<file path="config.mk">
export PLATFORM = sky130hd
export DESIGN_NAME = ifetch_req
export DESIGN_NICKNAME = d
export VERILOG_FILES = /design/src/rtl/ifetch_req.sv
export SDC_FILE = /design/constraint.sdc
export NUM_CORES = 1
export LEC_CHECK = 0
export CAP_MARGIN = 25
export CORE_MARGIN = 10
export CORE_UTILIZATION = 54
export DETAILED_ROUTE_END_ITERATION = 10
export GPL_TIMING_DRIVEN = 0
export PLACE_DENSITY = 0.78
export SETUP_SLACK_MARGIN = 0.05
export SLEW_MARGIN = 20
export SYNTH_ARGS = -nofsm -noshare
export SYNTH_HDL_FRONTEND = slang
export SYNTH_SLANG_ARGS = --single-unit
</file>
<file path="constraint.sdc">
create_clock -name clock -period 3.8 [get_ports clock]
set_clock_uncertainty 0.05 [all_clocks]
set_input_delay 0.38 -clock clock [delete_from_list [all_inputs] [get_ports clock]]
set_output_delay 0.38 -clock clock [all_outputs]
set_load 0.01 [all_outputs]
</file>
<file path="src/rtl/ifetch_req.sv">
// ifetch_req: sequential instruction fetch front-end feeding a small in-order fetch queue.
// Optional performance counters are compiled in when IFETCH_PERF_EN is defined.
module ifetch_req #(
    parameter int unsigned     XLEN     = 32,
    parameter logic [XLEN-1:0] RESET_PC = {XLEN{1'b0}},
    parameter int unsigned     FQ_DEPTH = 2
) (
    input  logic            clock,
    input  logic            reset,
    output logic [XLEN-1:0] mem_raddr,
    input  logic [XLEN-1:0] mem_rdata,
    input  logic            mem_wr_busy,
    input  logic            redirect_valid,
    input  logic [XLEN-1:0] redirect_pc,
    output logic            out_valid,
    input  logic            out_ready,
    output logic [XLEN-1:0] out_pc,
    output logic [XLEN-1:0] out_inst
`ifdef IFETCH_PERF_EN
    ,
    output logic [31:0]     perf_stall_cnt,
    output logic [31:0]     perf_redirect_cnt
`endif
);

    localparam int unsigned PTR_W = (FQ_DEPTH > 1) ? $clog2(FQ_DEPTH) : 1;
    localparam int unsigned CNT_W = PTR_W + 1;
    localparam logic [CNT_W:0]    DEPTH_W = FQ_DEPTH[CNT_W:0];
    localparam logic [XLEN-1:0]   PC_STEP = {{(XLEN-3){1'b0}}, 3'b100};

    logic [XLEN-1:0]  pc_r;
    logic             inflight_r;
    logic [XLEN-1:0]  inflight_pc_r;
    logic [XLEN-1:0]  q_pc_r   [FQ_DEPTH];
    logic [XLEN-1:0]  q_inst_r [FQ_DEPTH];
    logic [PTR_W-1:0] head_r;
    logic [PTR_W-1:0] tail_r;
    logic [CNT_W-1:0] count_r;
    logic             out_valid_r;
    logic [XLEN-1:0]  out_pc_r;
    logic [XLEN-1:0]  out_inst_r;

    logic             pop_s;
    logic             push_s;
    logic             issue_s;
    logic [CNT_W:0]   demand_s;
    logic [PTR_W-1:0] head_n_s;
    logic [PTR_W-1:0] tail_n_s;
    logic [CNT_W-1:0] count_n_s;
    logic [XLEN-1:0]  head_pc_n_s;
    logic [XLEN-1:0]  head_inst_n_s;
    logic             unused_s;

    assign unused_s = ^redirect_pc[1:0];

    // Handshake decode and issue gating; a pop this cycle frees a slot for the next read.
    always_comb begin
        pop_s    = out_valid_r & out_ready;
        push_s   = inflight_r & ~redirect_valid;
        demand_s = {1'b0, count_r} - (CNT_W+1)'(pop_s) + (CNT_W+1)'(inflight_r);
        issue_s  = ~mem_wr_busy & ~redirect_valid & (demand_s < DEPTH_W);
    end

    // Next queue pointers and occupancy; a redirect empties the queue.
    always_comb begin
        head_n_s  = head_r;
        tail_n_s  = tail_r;
        count_n_s = count_r;
        if (redirect_valid) begin
            head_n_s  = {PTR_W{1'b0}};
            tail_n_s  = {PTR_W{1'b0}};
            count_n_s = {CNT_W{1'b0}};
        end else begin
            head_n_s  = head_r + PTR_W'(pop_s);
            tail_n_s  = tail_r + PTR_W'(push_s);
            count_n_s = count_r + CNT_W'(push_s) - CNT_W'(pop_s);
        end
    end

    // Next head entry, bypassing the word being written when it lands in an empty slot.
    always_comb begin
        head_pc_n_s   = {XLEN{1'b0}};
        head_inst_n_s = {XLEN{1'b0}};
        if (count_n_s == {CNT_W{1'b0}}) begin
            head_pc_n_s   = {XLEN{1'b0}};
            head_inst_n_s = {XLEN{1'b0}};
        end else if (push_s && (tail_r == head_n_s)) begin
            head_pc_n_s   = inflight_pc_r;
            head_inst_n_s = mem_rdata;
        end else begin
            head_pc_n_s   = q_pc_r[head_n_s];
            head_inst_n_s = q_inst_r[head_n_s];
        end
    end

    // Fetch pc, in-flight tracking and queue pointers.
    always_ff @(posedge clock or negedge reset) begin
        if (!reset) begin
            pc_r          <= RESET_PC;
            inflight_r    <= 1'b0;
            inflight_pc_r <= {XLEN{1'b0}};
            head_r        <= {PTR_W{1'b0}};
            tail_r        <= {PTR_W{1'b0}};
            count_r       <= {CNT_W{1'b0}};
        end else begin
            if (redirect_valid) begin
                pc_r <= {redirect_pc[XLEN-1:2], 2'b00};
            end else if (issue_s) begin
                pc_r <= pc_r + PC_STEP;
            end
            inflight_r <= issue_s;
            if (issue_s) begin
                inflight_pc_r <= pc_r;
            end
            head_r  <= head_n_s;
            tail_r  <= tail_n_s;
            count_r <= count_n_s;
        end
    end

    // Queue storage; mem_rdata is only captured in the cycle after an issue.
    always_ff @(posedge clock or negedge reset) begin
        if (!reset) begin
            for (int i = 0; i < FQ_DEPTH; i++) begin
                q_pc_r[i]   <= {XLEN{1'b0}};
                q_inst_r[i] <= {XLEN{1'b0}};
            end
        end else if (push_s) begin
            q_pc_r[tail_r]   <= inflight_pc_r;
            q_inst_r[tail_r] <= mem_rdata;
        end
    end

    // Registered consumer-side outputs.
    always_ff @(posedge clock or negedge reset) begin
        if (!reset) begin
            out_valid_r <= 1'b0;
            out_pc_r    <= {XLEN{1'b0}};
            out_inst_r  <= {XLEN{1'b0}};
        end else begin
            out_valid_r <= (count_n_s != {CNT_W{1'b0}});
            out_pc_r    <= head_pc_n_s;
            out_inst_r  <= head_inst_n_s;
        end
    end

    assign mem_raddr = pc_r;
    assign out_valid = out_valid_r;
    assign out_pc    = out_pc_r;
    assign out_inst  = out_inst_r;

`ifdef IFETCH_PERF_EN
    logic [31:0] stall_cnt_r;
    logic [31:0] redirect_cnt_r;

    // Consumer back-pressure and redirect event counters, free-running with wrap.
    always_ff @(posedge clock or negedge reset) begin
        if (!reset) begin
            stall_cnt_r    <= 32'd0;
            redirect_cnt_r <= 32'd0;
        end else begin
            if (out_valid_r && !out_ready) begin
                stall_cnt_r <= stall_cnt_r + 32'd1;
            end
            if (redirect_valid) begin
                redirect_cnt_r <= redirect_cnt_r + 32'd1;
            end
        end
    end

    assign perf_stall_cnt    = stall_cnt_r;
    assign perf_redirect_cnt = redirect_cnt_r;
`endif

endmodule

</file>
Word-level counts from Yosys, hierarchy flattened
Index checks and enable logic that the tools add are counted.
- $add $sub $neg: 7
- multipliers: 0
- divide/modulo/power cells: 0
- order comparisons: 4
- equal/unequal tests: 1
- shifts and indexed selects: 0
- mux-type cells: 19
- bitwise gates (word level): 8
- reduce and logical (&&, ||, !) cells: 5
- operators with widths (operator ; count):
    $mux 32 ; 13
    $bwmux 64 ; 2
    $add 32x3->32 const B ; 1
    $demux 32 s1 ; 1
    $and 1x1->1 ; 4
    $ge 2x2->1 const B ; 2
    $not 1->2 ; 2
    $reduce_bool 2->1 ; 2
    $add 3x1->3 ; 1
    $lt 3x2->1 const B ; 1
    $sub 2x1->3 ; 1
    $add 1x1->1 ; 2
    $add 2x1->2 ; 1
    $logic_and 1x1->1 ; 2
    $logic_not 2->1 ; 1
    $lt 2x1->1 const B ; 1
    $mux 1 ; 2
    $mux 2 ; 1
    $not 1->1 ; 2
    $sub 2x1->2 ; 1
    $eq 1x1->1 ; 1
- register bits: 262
- bits in latches: 0
- memory bits (writable): 0
- bits in read-only memories: 0
- output and inout bits: 97
- word-level logic and storage cells: 57
- memories: 0

Longest topological paths before layout
Gate-level depths: netlist of run 1.
- depth in word-level cells: 9
- mapped depth: 12

Worst setup path before layout of run 1
Ideal clock, no wire load.
- path type: flip-flop to flip-flop
- start point: reg out_valid_r (netlist: out_valid)
- end point: reg pc_r[30] (netlist: mem_raddr[30])
- data arrival time: 2847 ps
- required time: 3681 ps
- path slack: 834 ps
- stages on the path, launching flop included: 10
- cells stage by stage: dfrtp_1 and2_0 ha_1 nand2b_1 fa_1 or3b_4 or2_4 buf_6 or4_1 nand3_1
- longest elaborated chain between the ends: 6
- RTL lines (what ; RTL line ; RTL):
    from (decl) ; 39 ; logic out_valid_r;
    from (signal assigned) ; 141 ; out_valid_r <= (count_n_s != {CNT_W{1'b0}});
    $and 1x1->1 ; 58 ; pop_s = out_valid_r & out_ready;
    $sub 2x1->3 ; 60 ; demand_s = {1'b0, count_r} - (CNT_W+1)'(pop_s) + (CNT_W+1)'(inflight_r);
    $add 3x1->3 ; 60 ;
    $lt 3x2->1 ; 61 ; issue_s = ~mem_wr_busy & ~redirect_valid & (demand_s < DEPTH_W);
    $and 1x1->1 ; 61 ;
    $reduce_bool 2->1 (no source line) ; - ;
    to (signal assigned) ; 107 ; pc_r <= {redirect_pc[XLEN-1:2], 2'b00};
    to (signal assigned) ; 109 ; pc_r <= pc_r + PC_STEP;
    to (decl) ; 31 ; logic [XLEN-1:0] pc_r;
No other way between the ends.
A chain may end at the register's enable or synchronous reset.

Worst setup path after layout of run 1
- start point: reg out_valid_r (netlist: out_valid)
- end point: reg inflight_pc_r[24]
- longest elaborated chain between the ends: 5
- RTL lines (what ; RTL line ; RTL):
    $and 1x1->1 ; 58 ;
    $sub 2x1->3 ; 60 ;
    $add 3x1->3 ; 60 ;
    $lt 3x2->1 ; 61 ;
    $and 1x1->1 ; 61 ;
    to (signal assigned) ; 101 ; inflight_pc_r <= {XLEN{1'b0}};
    to (signal assigned) ; 113 ; inflight_pc_r <= pc_r;
    to (decl) ; 33 ; logic [XLEN-1:0] inflight_pc_r;
No other way between the ends.

==> results of run 1 <==
## cells in the mapped netlist (all sizes together) (2+ instances only)
| master | instances |
|---|---|
| nor2 | 15 |
| mux2i | 65 |
| a22oi | 3 |
| buf | 27 |
| o21bai | 3 |
| nor4 | 5 |
| nand3b | 3 |
| nand3 | 18 |
| or3 | 4 |
| xor2 | 4 |
| nor3b | 2 |
| dfrtp | 252 |
| ha | 6 |
| xnor2 | 3 |
| o311ai | 5 |
| a21o | 2 |
| clkbuf | 42 |
| nor3 | 4 |
| o22ai | 62 |
| inv | 11 |
| or4 | 2 |
| nand2 | 117 |
| nand2b | 2 |
| a221o | 7 |
| nor2b | 3 |
| and2 | 2 |
| or2 | 2 |
| mux2 | 124 |
| o21ai | 21 |
| o211ai | 5 |
| nand4 | 9 |
| a21oi | 67 |
| and3 | 4 |
## power by group
group          switching (mW)  internal, mW  total, mW
Combinational            1.52          1.72       3.25
Clock                    1.05          1.56       2.61
Sequential              0.675          3.73       4.41
## worst max-delay path by stage
stage	from	end	slack, ns	depth (start not counted)
floorplan	out_valid	mem_raddr[30]	0.83	9
global placement	reset	q_inst_r[3]	-8.18	1
detailed placement	out_ready	inflight_pc_r[6]	-0.21	11
CTS	out_valid	inflight_pc_r[24]	0.27	10
global route	out_valid	inflight_pc_r[6]	0.06	10
finish	out_valid	inflight_pc_r[24]	0.25	10
## cell families after synthesis
kind of cell               after synthesis
AOI/OAI and AO/OA                      181
xor gates and xnor gates                 8
adders and majority gates                7
buffers and inverters                   80
DFF                                    252
muxes                                  189
other                                    1
and+or+nand+nor                        194
## worst min-delay path: stages
cell and delay [ns]:
buf_6 0.13, nand2b_1 0.11, mux2i_1 0.06, a21o_1 0.15
## registers in the layout, indices dropped and copies added, names as in the netlist, 2 cells and up
register	cells
out_inst	32
inflight_pc_r	30
q_inst_r	64
out_pc	30
mem_raddr	30
q_pc_r	60
count_r	2
## final cells by class
cell class                      count  area (sq um)
Sequential cell                   252          6310
Multi-Input combinational cell    583          4250
Buffer                             69           313
Clock buffer                       35           736
Tap cell                          265           332
Timing Repair Buffer              161          1650
Fill cell                        1464          5880
Clock inverter                     13           146
Inverter                           11          41.3
## metal layers
metal / up-vias / part of all wire (%) / routed length [um] / track usage (%)
li1: 3655 / - / - / -
met2: 239 / 49 / 13800 / 34.7
met1: 4048 / 43 / 12200 / 27.7
met3: 37 / 6.0 / 1710 / 4.98
met5: - / 0.046 / 13 / 0
met4: 2 / 1.8 / 496 / 4.30
==> results.cfg, run 1 <==
[run_status]
status = finished clean

[detailed_routing]
via_per_inst = 5.75
antenna_left = 0
routedWlPerCell_um = 20.3
finalWirelength_um = 28200
drc = 0
drtIter0Drc = 521
drt-pass1-iter-count = 5
dr_total_vias = 7981

[finish]
area_growth_pct = 26.4
final_cells = 1389
antenna_cells = 0
final_common_cell = dfrtp_1
post-route-util_pct = 70.1
layout_common_cells = 252 x dfrtp_1, 157 x clkdlybuf4s50_1, 124 x mux2_2, 117 x nand2_1, 67 x a21oi_1
final_area_sq_um = 13800
layout-drive-gt1-share_pct = 17.5
fin_nets = 1180

[grt]
grt_pass1_vias = 8098
gr-total-overflow = 0
grt_pass1_wl_um = 44800
grt_max_degree = 103
antenna_found_initial = 1
grt_usage_pct = 21.0

[floorplan]
die_area_sq_um = 26300
initial_core_util_pct = 55.4
die_w_um = 162
core_area_sq_um = 19700
placementRows = 51
io_pins = 166
die_h_um = 162

[timing]
period_minus_slack_ns = 3.55
finalMaxSlewViolations = 0
maxSlewHeadroom_pct = 38.1
holdWs_ns = 0.296
finalSetupTns_ns = 0
finalWorstSetupSlack_ns = 0.248
fmax_ghz = 0.282
rsz0062_at_grt = no
worst_slew_pin_slew_ns = 0.925
min_period_over_period_pct = 93.5
hold_viol = 0
setup_violations = 0

[placed_design]
port-buffer-count = 158
gp_congestion = 0.891
dpl_cell_area_sq_um = 12900
dp.cells = 1340
post-place-ws_ns = -0.210
dp_hpwl_um = 19300

[worst_hold_path]
hp-start = redirect_valid
min_to = mem_raddr[21]
hold_path_depth = 4
hold_path.class = input pin to register

[setup_path]
rr_worst_depth = 10
cp_slowest_stage_delay_ns = 0.55
r2r-end = inflight_pc_r[24]
cp-end-kind = register
cp.buffers_inverters = 3
critPathKind = register to register
reg2reg_slack_ns = 0.25
critPathLaunchType = register
cp_slowest_cell = clkbuf_1
arrival_ns = 3.89
crit_fanout = 10
critPathRequiredTime_ns = 4.13
worstPathCellList = and2_0 > ha_1 > nand2b_1 > fa_1 > xor2_1 > or2_4 > buf_6 > buf_2 > clkbuf_1 > o21ai_0
regToRegStartpoint = out_valid
critPathTopFamily = buffers and inverters

[yosys]
synth_top_family_by_area = multiplexers
ys_warn_count = 0
synth-simple-area-share_pct = 8.35
yosys.cell_types.count = 54
ys_ff_latch = 252
async_flop_share_pct = 100
synth_top_area_share_pct = 57.9
synth_edf_count = 0
synth_fa_ha_area_share_pct = 0.873
synth_compound_area_share_pct = 10.0
synth_mux_area_share_pct = 18.8
ys.flop_type = dfrtp_1
syn-instance-count = 912
synth_xor_area_share_pct = 0.769
netlist_area_sq_um = 10900
synth_area_leaders = dfrtp_1 58%, mux2_2 13%, mux2i_1 6.0%, nand2_1 4.0%, o22ai_1 3.6%
yosysTopAreaCell = dfrtp_1
syn_area_per_cell_sq_um = 11.9
synth.yosys.seq_area_share_pct = 57.9

[run]
cap_violations = 0

[clock_network]
cts_hold_buf = 1
htreeDepth = 1
clockBufferDepth = 3
post_cts_buffers = 0
cts.clk_slew.worst_paths_ns = 0.07
cts_tree = done
root_buffer = clkbuf_16
clock_sinks = 252
numCtsBuffers = 26
clock_latency_ns = 0.53
cts_resized = 0

[power]
leakagePower_nw = 6.04
total_power_mw = 10.3
vdd_drop_max_mv = 0.472
powerDensity_nw_per_um2 = 745
Note: power is estimated with default switching activity, not from simulation.
==> run 2, diff against run 1 <==
Settings changed: SLEW_MARGIN 20 to 5.
==> run 2 against run 1 <==
Net effect: via count about the same; fmax decreased by 0.78%; largest cell class unchanged; first-iteration DRC count increased by 0.96%; worst setup slack got worse by 0.028 ns; sequential cell count unchanged; clock power increased by 5%; critical endpoint unchanged; design area increased by 0.36%; utilization increased by 0.25 points; register-to-register slack got worse by 0.03 ns; die area unchanged; non-clock buffer count unchanged; wire length decreased by 0.12%.
==> results.cfg, run 2 (synthesized netlist as in run 1, its figures left out) <==
[power]
powerDensity_nw_per_um2 = 752
cellInternalPower_mw = 7.16
switchingPower_mw = 3.24
leakagePower_nw = 6.06
sw_frac_of_total_pct = 31.1
power_frac_clock_pct = 26.3
vdd_drop_max_mv = 0.411
seqPwrFrac_pct = 42.4
combPwrFrac_pct = 31.3

[setup_path]
critPathLaunchType = register
critPathRequiredTime_ns = 4.13
crit_fanout = 10
cp-end-kind = register
arrival_ns = 3.91
critPathKind = register to register

[placed_design]
dp_hpwl_um = 19300
dp.cells = 1340
post-place-ws_ns = -0.239
gp_congestion = 0.891
port-buffer-count = 158

[finish]
final_common_cell = dfrtp_1
area_growth_pct = 26.9
layout-drive-gt1-share_pct = 17.7
layout_common_cells = 252 x dfrtp_1, 157 x clkdlybuf4s50_1, 124 x mux2_2, 117 x nand2_1, 67 x a21oi_1
largest_reg_flops = 64
final_cells = 1387
post-route-util_pct = 70.3
fin_nets = 1180
regMostFlops = q_inst_r
antenna_cells = 0

[clock_network]
clockBufferDepth = 3
cts.clk_slew.worst_paths_ns = 0.06
numCtsBuffers = 26
clock_latency_ns = 0.53
post_cts_buffers = 0
htreeDepth = 1
clock_sinks = 252
cts_hold_buf = 1
root_buffer = clkbuf_16
cts_tree = done
cts_resized = 0

[run]
cap_violations = 0

[timing]
min_period_over_period_pct = 94.2
fmax_ghz = 0.279
rsz0062_at_grt = no
setup_violations = 0
finalWorstSetupSlack_ns = 0.220
worst_slew_pin_slew_ns = 0.893
period_minus_slack_ns = 3.58
hold_viol = 0
finalMaxSlewViolations = 0
maxSlewHeadroom_pct = 40.2

[grt]
grt_max_degree = 120
gr-total-overflow = 0
grt_usage_pct = 21.0
grt_pass1_wl_um = 45000
antenna_found_initial = 0
grt_pass1_vias = 8178

[floorplan]
io_pins = 166
die_area_sq_um = 26300
core_area_sq_um = 19700
die_w_um = 162
die_h_um = 162
placementRows = 51
initial_core_util_pct = 55.4

[detailed_routing]
antenna_left = 0
drt-pass1-iter-count = 6
drc = 0
dr_total_vias = 7980
drtIter0Drc = 526
finalWirelength_um = 28200
via_per_inst = 5.75
routedWlPerCell_um = 20.3

[run_status]
status = finished clean

[worst_hold_path]
hold_path.class = input pin to asynchronous set/reset pin
-- run 2: cell types whose count changed in the layout (fill, tap and decap cells not counted) --
cell       change
clkbuf_1       -4
clkbuf_8       +1
inv_6          -1
bufinv_16      +2
-- run 2: worst max-delay path, cell delays in order, from the launching register on --
cell and delay (ns):
dfrtp_1 0.34, and2_0 0.34, ha_1 0.30, nand2b_1 0.16
fa_1 0.39, xor2_1 0.55, or2_4 0.25, buf_6 0.13
buf_2 0.24, clkbuf_1 0.51, o21ai_0 0.15
-- run 2: routing by layer --
layer  share of wire (%)  vias to the layer above  GRT usage (%)
li1                    -                     3659              -
met1                  42                     4013           28.1
met2                  49                      266           34.5
met3                 6.7                       42           4.27
met4                 1.9                        0           4.88
met5                   0                        -              0
-- run 2: final timing paths --
path / from / endpoint / slack, ns / cells past startpoint
max: out_valid / inflight_pc_r[24] / 0.22 / 10
min: reset / mem_raddr[10] / 0.25 / 2
max reg2reg: out_valid / inflight_pc_r[24] / 0.22 / 10
min reg2reg: q_inst_r[51] / q_inst_r[51] / 0.45 / 1
max in group asynchronous: reset / q_inst_r[45] / 2.59 / 3
min in group clock: redirect_valid / mem_raddr[21] / 0.31 / 4
-- run 2: layout make-up --
class                           count  area, sq um
Timing Repair Buffer              161         1650
Sequential cell                   252         6310
Tap cell                          265          332
Inverter                           11         41.3
Clock buffer                       32          734
Clock inverter                     14          198
Buffer                             69          313
Multi-Input combinational cell    583         4250
Fill cell                        1449         5830
-- run 2: metrics by stage --
step / cell area, sq um / power (mW) / setup TNS (ns) / hold slack, ns
2_1_floorplan: 10900 / 6.28 / 0 / 0.0344
3_3_place_gp: 12800 / 7.55 / -2057.27 / 0.437
3_5_place_dp: 12900 / 7.68 / -3.20 / 0.210
4_1_cts: 13800 / 10.5 / 0 / 0.252
5_1_grt: 13800 / 11.0 / 0 / 0.277
6_report: 13800 / 10.4 / 0 / 0.247
-- run 2: power groups by stage --
| stage | Sequential (mW) | Clock (mW) | Combinational [mW] |
|---|---|---|---|
| 6_report | 4.40 | 2.74 | 3.26 |
| 5_1_grt | 4.53 | 2.88 | 3.58 |
| 4_1_cts | 4.39 | 2.78 | 3.28 |
| 3_5_place_dp | 4.42 | 0 | 3.26 |
| 3_3_place_gp | 4.38 | 0 | 3.16 |
| 2_1_floorplan | 4.38 | 0 | 1.90 |
==> run 3, diff against run 2 <==
Settings changed: ABC_CLOCK_PERIOD_IN_PS from default to 3800.
==> results of run 3 <==
Same layout as run 2: the final DEF is identical, and so are final timing and power.
